`config.mk`:
```
export PLATFORM = sky130hd
export DESIGN_NAME = writeback_stage
export DESIGN_NICKNAME = d
export VERILOG_FILES = /design/src/rtl/writeback_stage_pkg.sv /design/src/rtl/writeback_stage_load_align.sv /design/src/rtl/writeback_stage.sv
export SDC_FILE = /design/constraint.sdc
export NUM_CORES = 1
export LEC_CHECK = 0
export BUFFER_PORTS_ARGS = -buffer_cell sky130_fd_sc_hd__buf_2
export CELL_PAD_IN_SITES_DETAIL_PLACEMENT = 0
export CELL_PAD_IN_SITES_GLOBAL_PLACEMENT = 2
export CORE_ASPECT_RATIO = 1.1
export CORE_UTILIZATION = 26
export DETAILED_ROUTE_END_ITERATION = 10
export PLACE_DENSITY = 0.85
export REMOVE_ABC_BUFFERS = 1
export SYNTH_ARGS = -nofsm -noshare
export SYNTH_HDL_FRONTEND = slang
export SYNTH_HIERARCHICAL = 1
export SYNTH_SLANG_ARGS = --single-unit
```
`constraint.sdc`:
```
create_clock -name CLK -period 2.13 [get_ports CLK]
set_input_delay 0.3195 -clock CLK [delete_from_list [all_inputs] [get_ports CLK]]
set_output_delay 0.3195 -clock CLK [all_outputs]
set_load 0.01 [all_outputs]
```
`src/rtl/writeback_stage_pkg.sv`:
```
// Shared constants for the writeback stage: result-select codes, load types, widths.
package writeback_stage_pkg;
  localparam int XLEN_DEF  = 32;
  localparam int RA_W_DEF  = 5;
  localparam int CNT_W_DEF = 32;

  localparam logic [1:0] WB_SEL_ALU  = 2'b00;
  localparam logic [1:0] WB_SEL_LOAD = 2'b01;
  localparam logic [1:0] WB_SEL_PC4  = 2'b10;

  localparam logic [2:0] LT_LB  = 3'b000;
  localparam logic [2:0] LT_LH  = 3'b001;
  localparam logic [2:0] LT_LW  = 3'b010;
  localparam logic [2:0] LT_LBU = 3'b100;
  localparam logic [2:0] LT_LHU = 3'b101;
endpackage

```
`src/rtl/writeback_stage_load_align.sv`:
```
// Extracts and extends a byte/half/word from an aligned memory word and flags misalignment.
module writeback_stage_load_align
  import writeback_stage_pkg::*;
#(
  parameter int XLEN = XLEN_DEF
) (
  input  logic [XLEN-1:0] i_data,
  input  logic [1:0]      i_off,
  input  logic [2:0]      i_type,
  output logic [XLEN-1:0] o_value,
  output logic            o_misaligned
);
  logic [4:0]      w_shift;
  logic [XLEN-1:0] w_word;

  assign w_shift = {i_off, 3'b000};
  assign w_word  = i_data >> w_shift;

  // Unlisted type codes behave as LW so the datapath never produces X.
  always_comb begin
    o_value      = i_data;
    o_misaligned = 1'b0;
    case (i_type)
      LT_LB:  o_value = {{(XLEN-8){w_word[7]}}, w_word[7:0]};
      LT_LBU: o_value = {{(XLEN-8){1'b0}}, w_word[7:0]};
      LT_LH: begin
        o_value      = {{(XLEN-16){w_word[15]}}, w_word[15:0]};
        o_misaligned = i_off[0];
      end
      LT_LHU: begin
        o_value      = {{(XLEN-16){1'b0}}, w_word[15:0]};
        o_misaligned = i_off[0];
      end
      default: begin
        o_value      = i_data;
        o_misaligned = (i_off != 2'b00);
      end
    endcase
  end
endmodule

```
`src/rtl/writeback_stage.sv`:
```
// WB pipeline stage: latches the MEM/WB bundle, selects the result and drives the RF write port.
// Handshake: a bundle transfers at posedge when in_valid & in_ready (in_ready = ~stall) and ~flush.
module writeback_stage
  import writeback_stage_pkg::*;
#(
  parameter int XLEN  = XLEN_DEF,
  parameter int RA_W  = RA_W_DEF,
  parameter int CNT_W = CNT_W_DEF
) (
  input  logic             CLK,
  input  logic             RST,
  input  logic             in_valid,
  output logic             in_ready,
  input  logic             stall,
  input  logic             flush,
  input  logic [RA_W-1:0]  mem_rd,
  input  logic             mem_reg_write,
  input  logic [1:0]       mem_wb_sel,
  input  logic [XLEN-1:0]  mem_alu_res,
  input  logic [XLEN-1:0]  mem_load_data,
  input  logic [2:0]       mem_load_type,
  input  logic [XLEN-1:0]  mem_pc,
  output logic [RA_W-1:0]  rf_A3,
  output logic [XLEN-1:0]  rf_WD,
  output logic             rf_RegWrite,
  output logic             fwd_valid,
  output logic [RA_W-1:0]  fwd_rd,
  output logic [XLEN-1:0]  fwd_data,
  output logic [CNT_W-1:0] retired,
  output logic             misalign_err,
  output logic [XLEN-1:0]  misalign_pc
);
  logic             r_valid;
  logic             r_written;
  logic [RA_W-1:0]  r_rd;
  logic             r_reg_write;
  logic [1:0]       r_wb_sel;
  logic [XLEN-1:0]  r_alu_res;
  logic [XLEN-1:0]  r_load_data;
  logic [2:0]       r_load_type;
  logic [XLEN-1:0]  r_pc;
  logic [CNT_W-1:0] r_retired;
  logic             r_mis_err;
  logic [XLEN-1:0]  r_mis_pc;

  logic [XLEN-1:0]  w_load_val;
  logic             w_load_mis;
  logic             w_mis;
  logic             w_first;
  logic [XLEN-1:0]  w_result;

  writeback_stage_load_align #(.XLEN(XLEN)) u_load_align (
    .i_data       (r_load_data),
    .i_off        (r_alu_res[1:0]),
    .i_type       (r_load_type),
    .o_value      (w_load_val),
    .o_misaligned (w_load_mis)
  );

  // Misalignment only matters for instructions that actually select load data.
  assign w_mis   = (r_wb_sel == WB_SEL_LOAD) & w_load_mis;
  assign w_first = r_valid & ~r_written;

  always_comb begin
    w_result = r_alu_res;
    case (r_wb_sel)
      WB_SEL_LOAD: w_result = w_load_val;
      WB_SEL_PC4:  w_result = r_pc + XLEN'(4);
      default:     w_result = r_alu_res;
    endcase
  end

  always_ff @(posedge CLK) begin
    if (RST) begin
      r_valid     <= 1'b0;
      r_written   <= 1'b0;
      r_rd        <= '0;
      r_reg_write <= 1'b0;
      r_wb_sel    <= '0;
      r_alu_res   <= '0;
      r_load_data <= '0;
      r_load_type <= '0;
      r_pc        <= '0;
      r_retired   <= '0;
      r_mis_err   <= 1'b0;
      r_mis_pc    <= '0;
    end else begin
      if (w_first) begin
        r_retired <= r_retired + CNT_W'(1);
        if (w_mis) begin
          r_mis_err <= 1'b1;
          if (!r_mis_err) r_mis_pc <= r_pc;
        end
      end
      if (stall) begin
        // Held entry: the written flag keeps it from writing or retiring twice.
        if (r_valid) r_written <= 1'b1;
      end else if (in_valid && !flush) begin
        r_valid     <= 1'b1;
        r_written   <= 1'b0;
        r_rd        <= mem_rd;
        r_reg_write <= mem_reg_write;
        r_wb_sel    <= mem_wb_sel;
        r_alu_res   <= mem_alu_res;
        r_load_data <= mem_load_data;
        r_load_type <= mem_load_type;
        r_pc        <= mem_pc;
      end else begin
        r_valid   <= 1'b0;
        r_written <= 1'b0;
      end
    end
  end

  assign in_ready     = ~stall;
  assign rf_A3        = r_rd;
  assign rf_WD        = w_result;
  assign rf_RegWrite  = w_first & r_reg_write & (r_rd != '0) & ~w_mis;
  assign fwd_valid    = rf_RegWrite;
  assign fwd_rd       = rf_A3;
  assign fwd_data     = rf_WD;
  assign retired      = r_retired;
  assign misalign_err = r_mis_err;
  assign misalign_pc  = r_mis_pc;
endmodule

```
======== After elaboration in Yosys (flattened, before gate mapping) ========
Index checks and enable logic that the tools add are counted.
word-level totals
  latch bits .............................. 0
  ROM bits ................................ 0
  word-level logic and storage cells ...... 44
  memories kept ........................... 0
  RAM bits ................................ 0
  input port bits ......................... 112
  bits in registers ....................... 174
operators by class
  bitwise operators ....................... 9
  divide/modulo/power cells ............... 0
  multiplexer cells ....................... 4
  equality and inequality tests ........... 5
  reduce and logical (&&, ||, !) cells .... 11
  multiply operators ...................... 0
  $lt $le $gt $ge ......................... 0
  shift-type cells ........................ 1
  $add $sub $neg .......................... 2
operators by type and width
  cell                                                 count
  one-hot mux 32 bit (4 select lines)                  1
  one-hot mux 32 bit (2 select lines)                  1
  adder 32 x 1 -> 32 bit, second input constant        1
  adder 32 x 3 -> 32 bit, second input constant        1
  >> shifter 32 x 5 -> 16 bit                          1
  equality test 3 bit, second input constant           2
  OR reduction 2 bit                                   3
  bitwise AND 1 bit                                    5
  nonzero test 5 bit                                   1
  inverter 1 bit                                       4
  AND reduction 2 bit                                  2
  equality test 3 x 1 -> 1 bit, second input constant  1
  zero test 3 bit                                      1
  AND reduction 3 bit                                  1
  equality test 2 x 1 -> 1 bit, second input constant  1
  equality test 2 bit, second input constant           1
  one-hot mux 1 bit (2 select lines)                   1
  nonzero test 2 bit                                   1
  logical AND 1 bit                                    1
  zero test 1 bit                                      1
  2-to-1 mux 1 bit                                     1

======== Longest topological paths before layout ========
Gate-level depths: netlist of run 1.
  word-level depth ........................ 6
  gate-level depth with buffers ........... 11
  mapped depth without buffers ............ 8

======== Modules after synthesis ========
The synthesis of run 1 kept the hierarchy.
by module, submodules not included
  module                      area an instance (um^2)  times used  sequential area each (um^2)  cells each
  writeback_stage             7908.8                   1           3483.3                       1026
  writeback_stage_load_align  668.1                    1           0.0                          117

======== Least setup slack after synthesis of run 1 ========
Ideal clock, no wire load.
  path kind ............................... register -> output
  start ................................... reg r_alu_res[0]
  end ..................................... out rf_WD[16]
  data required time ...................... 1.811 ns
  cell stages (with the launch flop) ...... 9
  setup slack ............................. -0.259 ns
  data arrival time ....................... 2.069 ns
  buffers on the path ..................... 2
  path through ............................ dfxtp_1 mux4_2 and3_4 a31oi_4 buf_6 nand2_1 a22oi_1 o21ai_0 buf_4
between the ends
  word-level cells in the longest chain between the ends .. 3
ends and longest elaborated chain
  what                                 line                              RTL
  from (decl)                          writeback_stage.sv:38             logic [XLEN-1:0] r_alu_res;
  from (signal assigned)               writeback_stage.sv:104            r_alu_res <= mem_alu_res;
  >> shifter 32 x 5 -> 16 bit          writeback_stage_load_align.sv:17  assign w_word = i_data >> w_shift;
  one-hot mux 32 bit (4 select lines)  writeback_stage_load_align.sv:23  case (i_type)
  via w_load_val[16]                   writeback_stage.sv:46             logic [XLEN-1:0] w_load_val;
  one-hot mux 32 bit (2 select lines)  writeback_stage.sv:66             case (r_wb_sel)
  to (decl)                            writeback_stage.sv:24             output logic [XLEN-1:0] rf_WD,
The timed path passes the listed nets, and every way through them passes these cells.

======== Final worst setup path of run 1 ========
  start ................................... reg r_alu_res[0]
  end ..................................... out rf_WD[27]
The elaborated chain is that of the path after synthesis.

==> results of run 1 <==
==> sequential cells by signal, indices dropped and copies added, names as in the netlist <==
name,flops
r_reg_write,1
r_load_type,3
r_load_data,32
r_wb_sel,2
misalign_err,1
r_pc,32
r_alu_res,32
fwd_rd,5
misalign_pc,32
r_valid,1
retired,32
r_written,1
==> critical path: cells and delay by family (launching register included) <==
| family | cells | cell delay [ns] |
|---|---|---|
| muxes | 1 | 0.54 |
| AOI/OAI and AO/OA | 3 | 0.48 |
| DFF | 1 | 0.34 |
| and+or+nand+nor | 4 | 0.31 |
| buffers and inverters | 2 | 0.30 |
==> area by class of cell <==
class | count | area share [%]
Inverter | 18 | 0.572
Clock buffer | 19 | 3.75
Clock inverter | 13 | 1.11
Antenna cell | 5 | 0.106
Sequential cell | 174 | 29.5
Timing Repair Buffer | 358 | 19.7
Multi-Input combinational cell | 833 | 40.8
Tap cell | 426 | 4.51
==> placed cells by master (no fill, tap or decap), types with 3 or more instances in the layout <==
cell,n
a21oi_1,143
a21oi_2,14
a221oi_2,4
a22oi_1,9
a22oi_2,14
and3_1,7
and4_1,7
buf_12,12
buf_2,247
buf_4,81
buf_6,14
clkbuf_16,19
clkinv_4,5
dfxtp_1,172
diode_2,5
inv_1,17
inv_6,3
mux2_4,6
mux2i_1,3
nand2_1,354
nand2_2,16
nand3_1,17
nand4_1,15
nand4_2,3
nor2_1,43
nor2b_1,6
nor3_1,14
nor3_2,3
nor4_1,5
nor4_4,3
o21ai_0,4
o21ai_1,16
o21ai_2,14
o221ai_2,6
o31ai_1,5
xnor2_1,38
xor2_1,15
==> worst paths after layout <==
check,startpoint,to,slack [ns],cells past startpoint
setup / recovery,r_alu_res[0],rf_WD[27],-0.59,10
setup reg to reg,r_alu_res[0],misalign_pc[26],0.06,14
hold reg to reg,misalign_pc[28],misalign_pc[28],0.45,2
hold / removal,mem_load_data[4],r_load_data[4],0.11,3
==> where the power goes <==
group | total (uW) | switching, uW | internal [uW]
Combinational | 759 | 433 | 325
Sequential | 3380 | 56.1 | 3320
Clock | 3160 | 1490 | 1670
==> routing by layer <==
layer	wire length, microns	share of wire [%]	up-vias	track usage, %
li1	-	-	4317	-
met1	13200	43	4069	21.2
met2	15100	49	259	30.3
met3	1920	6.2	40	4.35
met4	499	1.6	10	5.72
met5	62	0.20	-	0
==> cell families (layout without fill, tap and decap cells) <==
group                    after synthesis  in the layout
AO/OA/AOI/OAI                        245            245
XOR/XNOR                              53             53
adder cells (fa/ha/maj)                4              4
buffers and inverters                137            408
flip-flops                           174            174
multiplexers                          12             12
other                                  0              5
AND/OR/NAND/NOR                      518            519
==> through the flow <==
stage	hold slack [ns]	util [%]	setup slack, ns	area [sq um]	power [uW]
CTS	0.0991	35.7	-0.601	11500	7360
global placement	0.442	32.5	-0.286	10500	4130
finish	0.114	36.5	-0.587	11800	7290
global route	0.0998	36.5	-0.678	11800	7600
detailed placement	0.446	32.5	-0.297	10500	4130
floorplan	0.389	-	-0.733	7910	3710
==> repair_timing <==
item	in CTS	in global routing
cloned	1	3
pin swaps	40	27
setup buffers	11	6
gates resized for setup	110	43
endpoints found under the hold margin	0	0
setup endpoints to repair	66	68
hold buffers	0	0
==> flow_summary.yaml, run 1 <==
timing:
  fin_skew_ns: 0.0134
  tns_ns: -30.10
  rsz0062_at_grt: "yes"
  min_period_ns: 2.72
  fmax_mhz: 368
  slew_headroom_pct: 63.5
  fin_crit_sh_pct: 128
  finalHoldViolCount: 0
  slew_violations: 0
  tightest_slew_ns: 0.548
  worst_slack_ns: -0.587
  finalSetupViolCount: 66
layout:
  multiInputGateArea_sq_um: 4820
  nFillCells: 3473
  area_delta_synth_final_pct: 37.8
  layout.nets: 1518
  stdcell_count: 1846
  seqCellArea_sq_um: 3490
  layout-drive-gt1-share_pct: 35.8
synthesis:
  ys_warn_count: 6
  synth_area_sq_um: 8580
  synth_edf_count: 0
  synth-simple-area-share_pct: 26.9
  synth_area_per_cell_sq_um: 7.50
  synth_seq_cells: 174
  yosys.area_share.xor_xnor_pct: 5.41
  synth_top_area_cell: "dfxtp_1"
  synth.most_common_cell: "nand2_1"
  synthAdderAreaFrac_pct: 0.584
  postSynth.asyncResetShare_pct: 0
  ys.flop_type: "dfxtp_1"
  muxShareOfSynthArea_pct: 1.65
  synthCells: 1143
  yosys-top-cells-count: "nand2_1, dfxtp_1, a21oi_1"
  synth_compound_area_share_pct: 16.3
  yosysUniqueCellTypes: 52
  yosysTopAreaCellShare_pct: 40.6
  synth_area_leaders: "dfxtp_1, nand2_1, a21oi_1"
  seq_area_frac_synth_pct: 40.6
  synth_top_family_by_area: "simple AND/OR/NAND/NOR gates"
grt:
  grtUsageTotal_pct: 17.5
  grt_pass1_wl_mm: 45.7
  antenna_found_initial: 9
  grt_pass1_vias: 8281
  grt_max_degree: 109
  grt_overflow: 0
place:
  place.gp.congestion: 0.832
  hpwl_mm: 21.6
  dp_cells: 1791
  port_buffers: 253
routing:
  wirelength_mm: 30.8
  drc: 0
  vias_per_cell: 4.71
  vias: 8695
  drtAntennaViolNets: 0
  drt_iter0_drc: 507
  wl_per_cell_microns: 16.7
  first_pass_iters: 5
setup_path:
  startpoint_type: "flip-flop"
  cp_max_fo: 8
  required_ns: 1.81
  worstSetupPathType: "reg -> out"
  cp_slowest_cell: "mux4_2"
  cpPeakStageDelay_ns: 0.54
  crit_chain: "mux4_2 > and3_4 > a31oi_4 > buf_12 > nand2_2 > nand2_1 > nor2_1 > a21oi_1 > o21ai_1 > buf_2"
  arrival_ns: 2.40
  end_kind: "primary output"
floorplanning:
  start_util_pct: 26.5
  std_cell_rows: 69
  dieArea_sq_um: 33700
  ios: 254
  coreArea_sq_um: 32400
  die_y_microns: 192
  die_x_microns: 175
cts:
  clk_pin_slew_ns: 0.07
  tritoncts: "done"
  cts_sinks: 174
  cts_max_path_buffers: 2
  htreeDepth: 4
  cts_inserted_buffers: 17
  clock_latency_ns: 0.44
  cts-root-buf: "clkbuf_16"
power:
  leakagePower_uw: 0.00477
  p_per_area_nw_per_um2: 617
  irDropWorstVdd_mv: 0.445
worst_hold_path:
  min_path_type: "in -> reg"
job:
  cap_violations: 0
run_status:
  violations: "negative setup slack"
  outcome: "complete, but fails checks"
Power figures use the tool's default switching activity.
==> run 2, diff against run 1 <==
- SKIP_LAST_GASP: not set -> 1
==> flow_summary.yaml, run 2 (synthesis results as in run 1) <==
floorplanning:
  start_util_pct: 26.5
  std_cell_rows: 69
  die_y_microns: 192
  ios: 254
  dieArea_sq_um: 33700
  die_x_microns: 175
  coreArea_sq_um: 32400
grt:
  grt_overflow: 0
  grtUsageTotal_pct: 17.6
  grt_pass1_vias: 8281
  antenna_found_initial: 9
  top_usage_layer: "met2"
  grt_max_degree: 109
  grt_util_met1_pct: 21.2
  grt_pass1_wl_mm: 45.7
  grtUsageMet3_pct: 4.35
  grt_util_met2_pct: 30.4
cts:
  cts_sinks: 174
  cts_max_path_buffers: 2
  clk_pin_slew_ns: 0.07
  cts-root-buf: "clkbuf_16"
  tritoncts: "done"
  clock_latency_ns: 0.44
  cts_inserted_buffers: 17
  ctsHoldBuffers: 0
  htreeDepth: 4
layout:
  layout.nets: 1517
  layout_common_cells: "nand2_1, buf_2, dfxtp_1"
  area_delta_synth_final_pct: 37.2
  layout-drive-gt1-share_pct: 35.4
  mostFrequentLayoutCell: "nand2_1"
routing:
  vias: 8631
  wl_per_cell_microns: 16.7
  drc: 0
  drt_iter0_drc: 584
  drtAntennaViolNets: 0
  wirelength_mm: 30.7
  first_pass_iters: 5
  vias_per_cell: 4.68
timing:
  finalSetupViolCount: 67
  fin_skew_ns: 0.0120
  slew_headroom_pct: 63.5
  hold-worst-slack_ns: 0.117
  fmax_mhz: 368
  worst_slack_ns: -0.585
  slew_violations: 0
  min_period_ns: 2.72
  finalHoldViolCount: 0
  fin_crit_sh_pct: 127
  tightest_slew_ns: 0.548
  rsz0062_at_grt: "yes"
place:
  hpwl_mm: 21.6
  port_buffers: 253
  place.gp.congestion: 0.832
setup_path:
  arrival_ns: 2.40
  required_ns: 1.81
  cp_max_fo: 8
  worstSetupPathType: "reg -> out"
  startpoint_type: "flip-flop"
  end_kind: "primary output"
run_status:
  violations: "negative setup slack"
  outcome: "complete, but fails checks"
job:
  cap_violations: 0
power:
  leakagePower_uw: 0.00476
  irDropWorstVdd_mv: 0.442
  finalPower_uw: 7280
  p_per_area_nw_per_um2: 619
worst_hold_path:
  min_path_type: "in -> reg"
run 2: per-layer routing:
metal	part of all wire, %	wire [microns]	vias to the layer above
li1	-	-	4310
met1	43	13400	4029
met2	49	15000	242
met3	5.9	1830	40
met4	1.6	505	10
met5	0.20	62	-
run 2: final timing paths:
path	from	end	slack [ns]	cells past startpoint
worst max-delay path	r_alu_res[0]	rf_WD[27]	-0.59	10
worst min-delay path	mem_load_data[4]	r_load_data[4]	0.12	3
worst min register to register	misalign_pc[28]	misalign_pc[28]	0.45	2
worst max register to register	r_alu_res[0]	misalign_pc[22]	0	14
run 2: repair_timing:
item / CTS / global route
resized for setup: 107 / 38
cloned: 1 / 3
setup endpoints to repair: 66 / 68
buffers inserted: 11 / 5
pin swaps: 37 / 28
run 2: stage by stage:
stage	setup TNS (ns)	setup slack (ns)	util (%)	std cells	cell area (sq um)
finish	-30.04	-0.585	36.4	1844	11800
global route	-39.98	-0.678	36.3	1841	11800
CTS	-32.54	-0.601	35.6	1833	11500
detailed placement	-7.31	-0.297	32.5	1791	10500
global placement	-6.03	-0.286	32.5	1791	10500
floorplan	-117.13	-0.733	-	1024	7910
run 2: area by class of cell:
type | instances | area (sq um)
Antenna cell | 4 | 10.0
Clock buffer | 19 | 443
Clock inverter | 13 | 131
Fill cell | 3476 | 20600
Inverter | 18 | 67.6
Multi-Input combinational cell | 833 | 4790
Sequential cell | 174 | 3490
Tap cell | 426 | 533
Timing Repair Buffer | 357 | 2310
run 2: power breakdown:
| group | internal [uW] | switching (uW) | total (uW) |
|---|---|---|---|
| clock network | 1670 | 1480 | 3150 |
| logic | 325 | 431 | 756 |
| registers | 3320 | 56.6 | 3380 |
run 2: critical path, stage by stage, from the launching register on:
cell	delay, ns
dfxtp_2	0.34
mux4_2	0.54
and3_4	0.18
a31oi_4	0.19
buf_12	0.15
nand2_2	0.04
nand2_1	0.05
nor2_1	0.04
a21oi_1	0.17
o21ai_1	0.12
buf_2	0.15
==> run 3, diff against run 2 <==
- SETUP_SLACK_MARGIN: not set -> 0.02
==> flow_summary.yaml, run 3 (synthesis results as in run 1) <==
grt:
  grt_pass1_wl_mm: 45.7
  grt_max_degree: 109
  grt_pass1_vias: 8281
  grtUsageMet3_pct: 4.35
  grtUsageTotal_pct: 17.6
  grt_overflow: 0
  grt_util_met1_pct: 21.2
  grt_util_met2_pct: 30.4
  top_usage_layer: "met2"
  antenna_found_initial: 9
cts:
  cts-root-buf: "clkbuf_16"
  tritoncts: "done"
  cts_max_path_buffers: 2
  clock_latency_ns: 0.44
  htreeDepth: 4
  cts_sinks: 174
  clk_pin_slew_ns: 0.07
  cts_inserted_buffers: 17
routing:
  drtAntennaViolNets: 0
  vias_per_cell: 4.69
  first_pass_iters: 5
  wirelength_mm: 30.7
  vias: 8648
  drc: 0
  drt_iter0_drc: 569
  wl_per_cell_microns: 16.7
place:
  dp_slack_ns: -0.297
  dp_cells: 1791
  hpwl_mm: 21.6
  port_buffers: 253
  place.gp.congestion: 0.832
layout:
  stdcell_count: 1845
  layout_common_cells: "nand2_1, buf_2, dfxtp_1"
  layout.nets: 1517
  area_delta_synth_final_pct: 37.3
  layout-drive-gt1-share_pct: 35.4
  mostFrequentLayoutCell: "nand2_1"
  nFillCells: 3476
  seqCellArea_sq_um: 3490
  multiInputGateArea_sq_um: 4790
  utilization_pct: 36.4
floorplanning:
  die_y_microns: 192
  dieArea_sq_um: 33700
  start_util_pct: 26.5
  die_x_microns: 175
  std_cell_rows: 69
  ios: 254
  coreArea_sq_um: 32400
timing:
  slew_headroom_pct: 63.2
  fmax_mhz: 368
  tightest_slew_ns: 0.552
  finalHoldViolCount: 0
  slew_violations: 0
  min_period_ns: 2.72
  rsz0062_at_grt: "yes"
  worst_slack_ns: -0.587
  fin_skew_ns: 0.0120
  hold-worst-slack_ns: 0.116
  finalSetupViolCount: 67
  tns_ns: -30.10
  fin_crit_sh_pct: 128
setup_path:
  worstSetupPathType: "reg -> out"
  end_kind: "primary output"
  required_ns: 1.81
  startpoint_type: "flip-flop"
  cp_max_fo: 8
  arrival_ns: 2.40
job:
  cap_violations: 0
power:
  leakagePower_uw: 0.00476
  p_per_area_nw_per_um2: 619
  irDropWorstVdd_mv: 0.444
worst_hold_path:
  min_path_type: "in -> reg"
run_status:
  outcome: "complete, but fails checks"
  violations: "negative setup slack"
==> run 3: final timing paths <==
kind / startpoint / end / slack (ns) / cells past startpoint
worst max-delay path: r_alu_res[0] / rf_WD[27] / -0.59 / 10
worst min-delay path: mem_load_data[4] / r_load_data[4] / 0.12 / 3
worst max register to register: r_alu_res[0] / misalign_pc[22] / 0 / 14
worst min register to register: misalign_pc[28] / misalign_pc[28] / 0.45 / 2
==> run 3: final cells by class <==
class / instances / area share [%]
Antenna cell: 5 / 0.106
Clock buffer: 19 / 3.76
Clock inverter: 13 / 1.12
Inverter: 18 / 0.574
Multi-Input combinational cell: 833 / 40.7
Sequential cell: 174 / 29.6
Tap cell: 426 / 4.53
Timing Repair Buffer: 357 / 19.6
==> run 3: stage by stage <==
step	total power [uW]	instance area, sq um
after detailed placement	4130	10500
after global placement	4130	10500
after global routing	7600	11800
final	7290	11800
after floorplan	3710	7910
after CTS	7360	11500
==> run 3: metal layers <==
metal | vias to the layer above | routed length, microns
met2 | 250 | 15000
met1 | 4036 | 13400
met4 | 10 | 505
met3 | 40 | 1810
met5 | - | 62
li1 | 4312 | -
==> run 3: what timing repair did <==
action,in CTS,in global routing
hold endpoints to repair,0,0
setup endpoints to repair,66,74
gates resized for setup,107,38
pin swaps,37,28
hold buffers,0,0
gates cloned,1,3
buffers inserted,11,5
==> run 3: report_power, final <==
part	total (uW)	internal, uW	switching (uW)	leakage (uW)
Sequential	3380	3320	56.6	0.00141
Clock	3160	1670	1480	0.000276
Combinational	756	325	431	0.00307
Total	7290	5310	1970	0.00476
==> run 3: worst max-delay path, cell delays in order, from the launching register on <==
cell     delay, ns
dfxtp_2       0.34
mux4_2        0.54
and3_4        0.18
a31oi_4       0.19
buf_12        0.15
nand2_2       0.04
nand2_1       0.05
nor2_1        0.04
a21oi_1       0.17
o21ai_1       0.12
buf_2         0.15
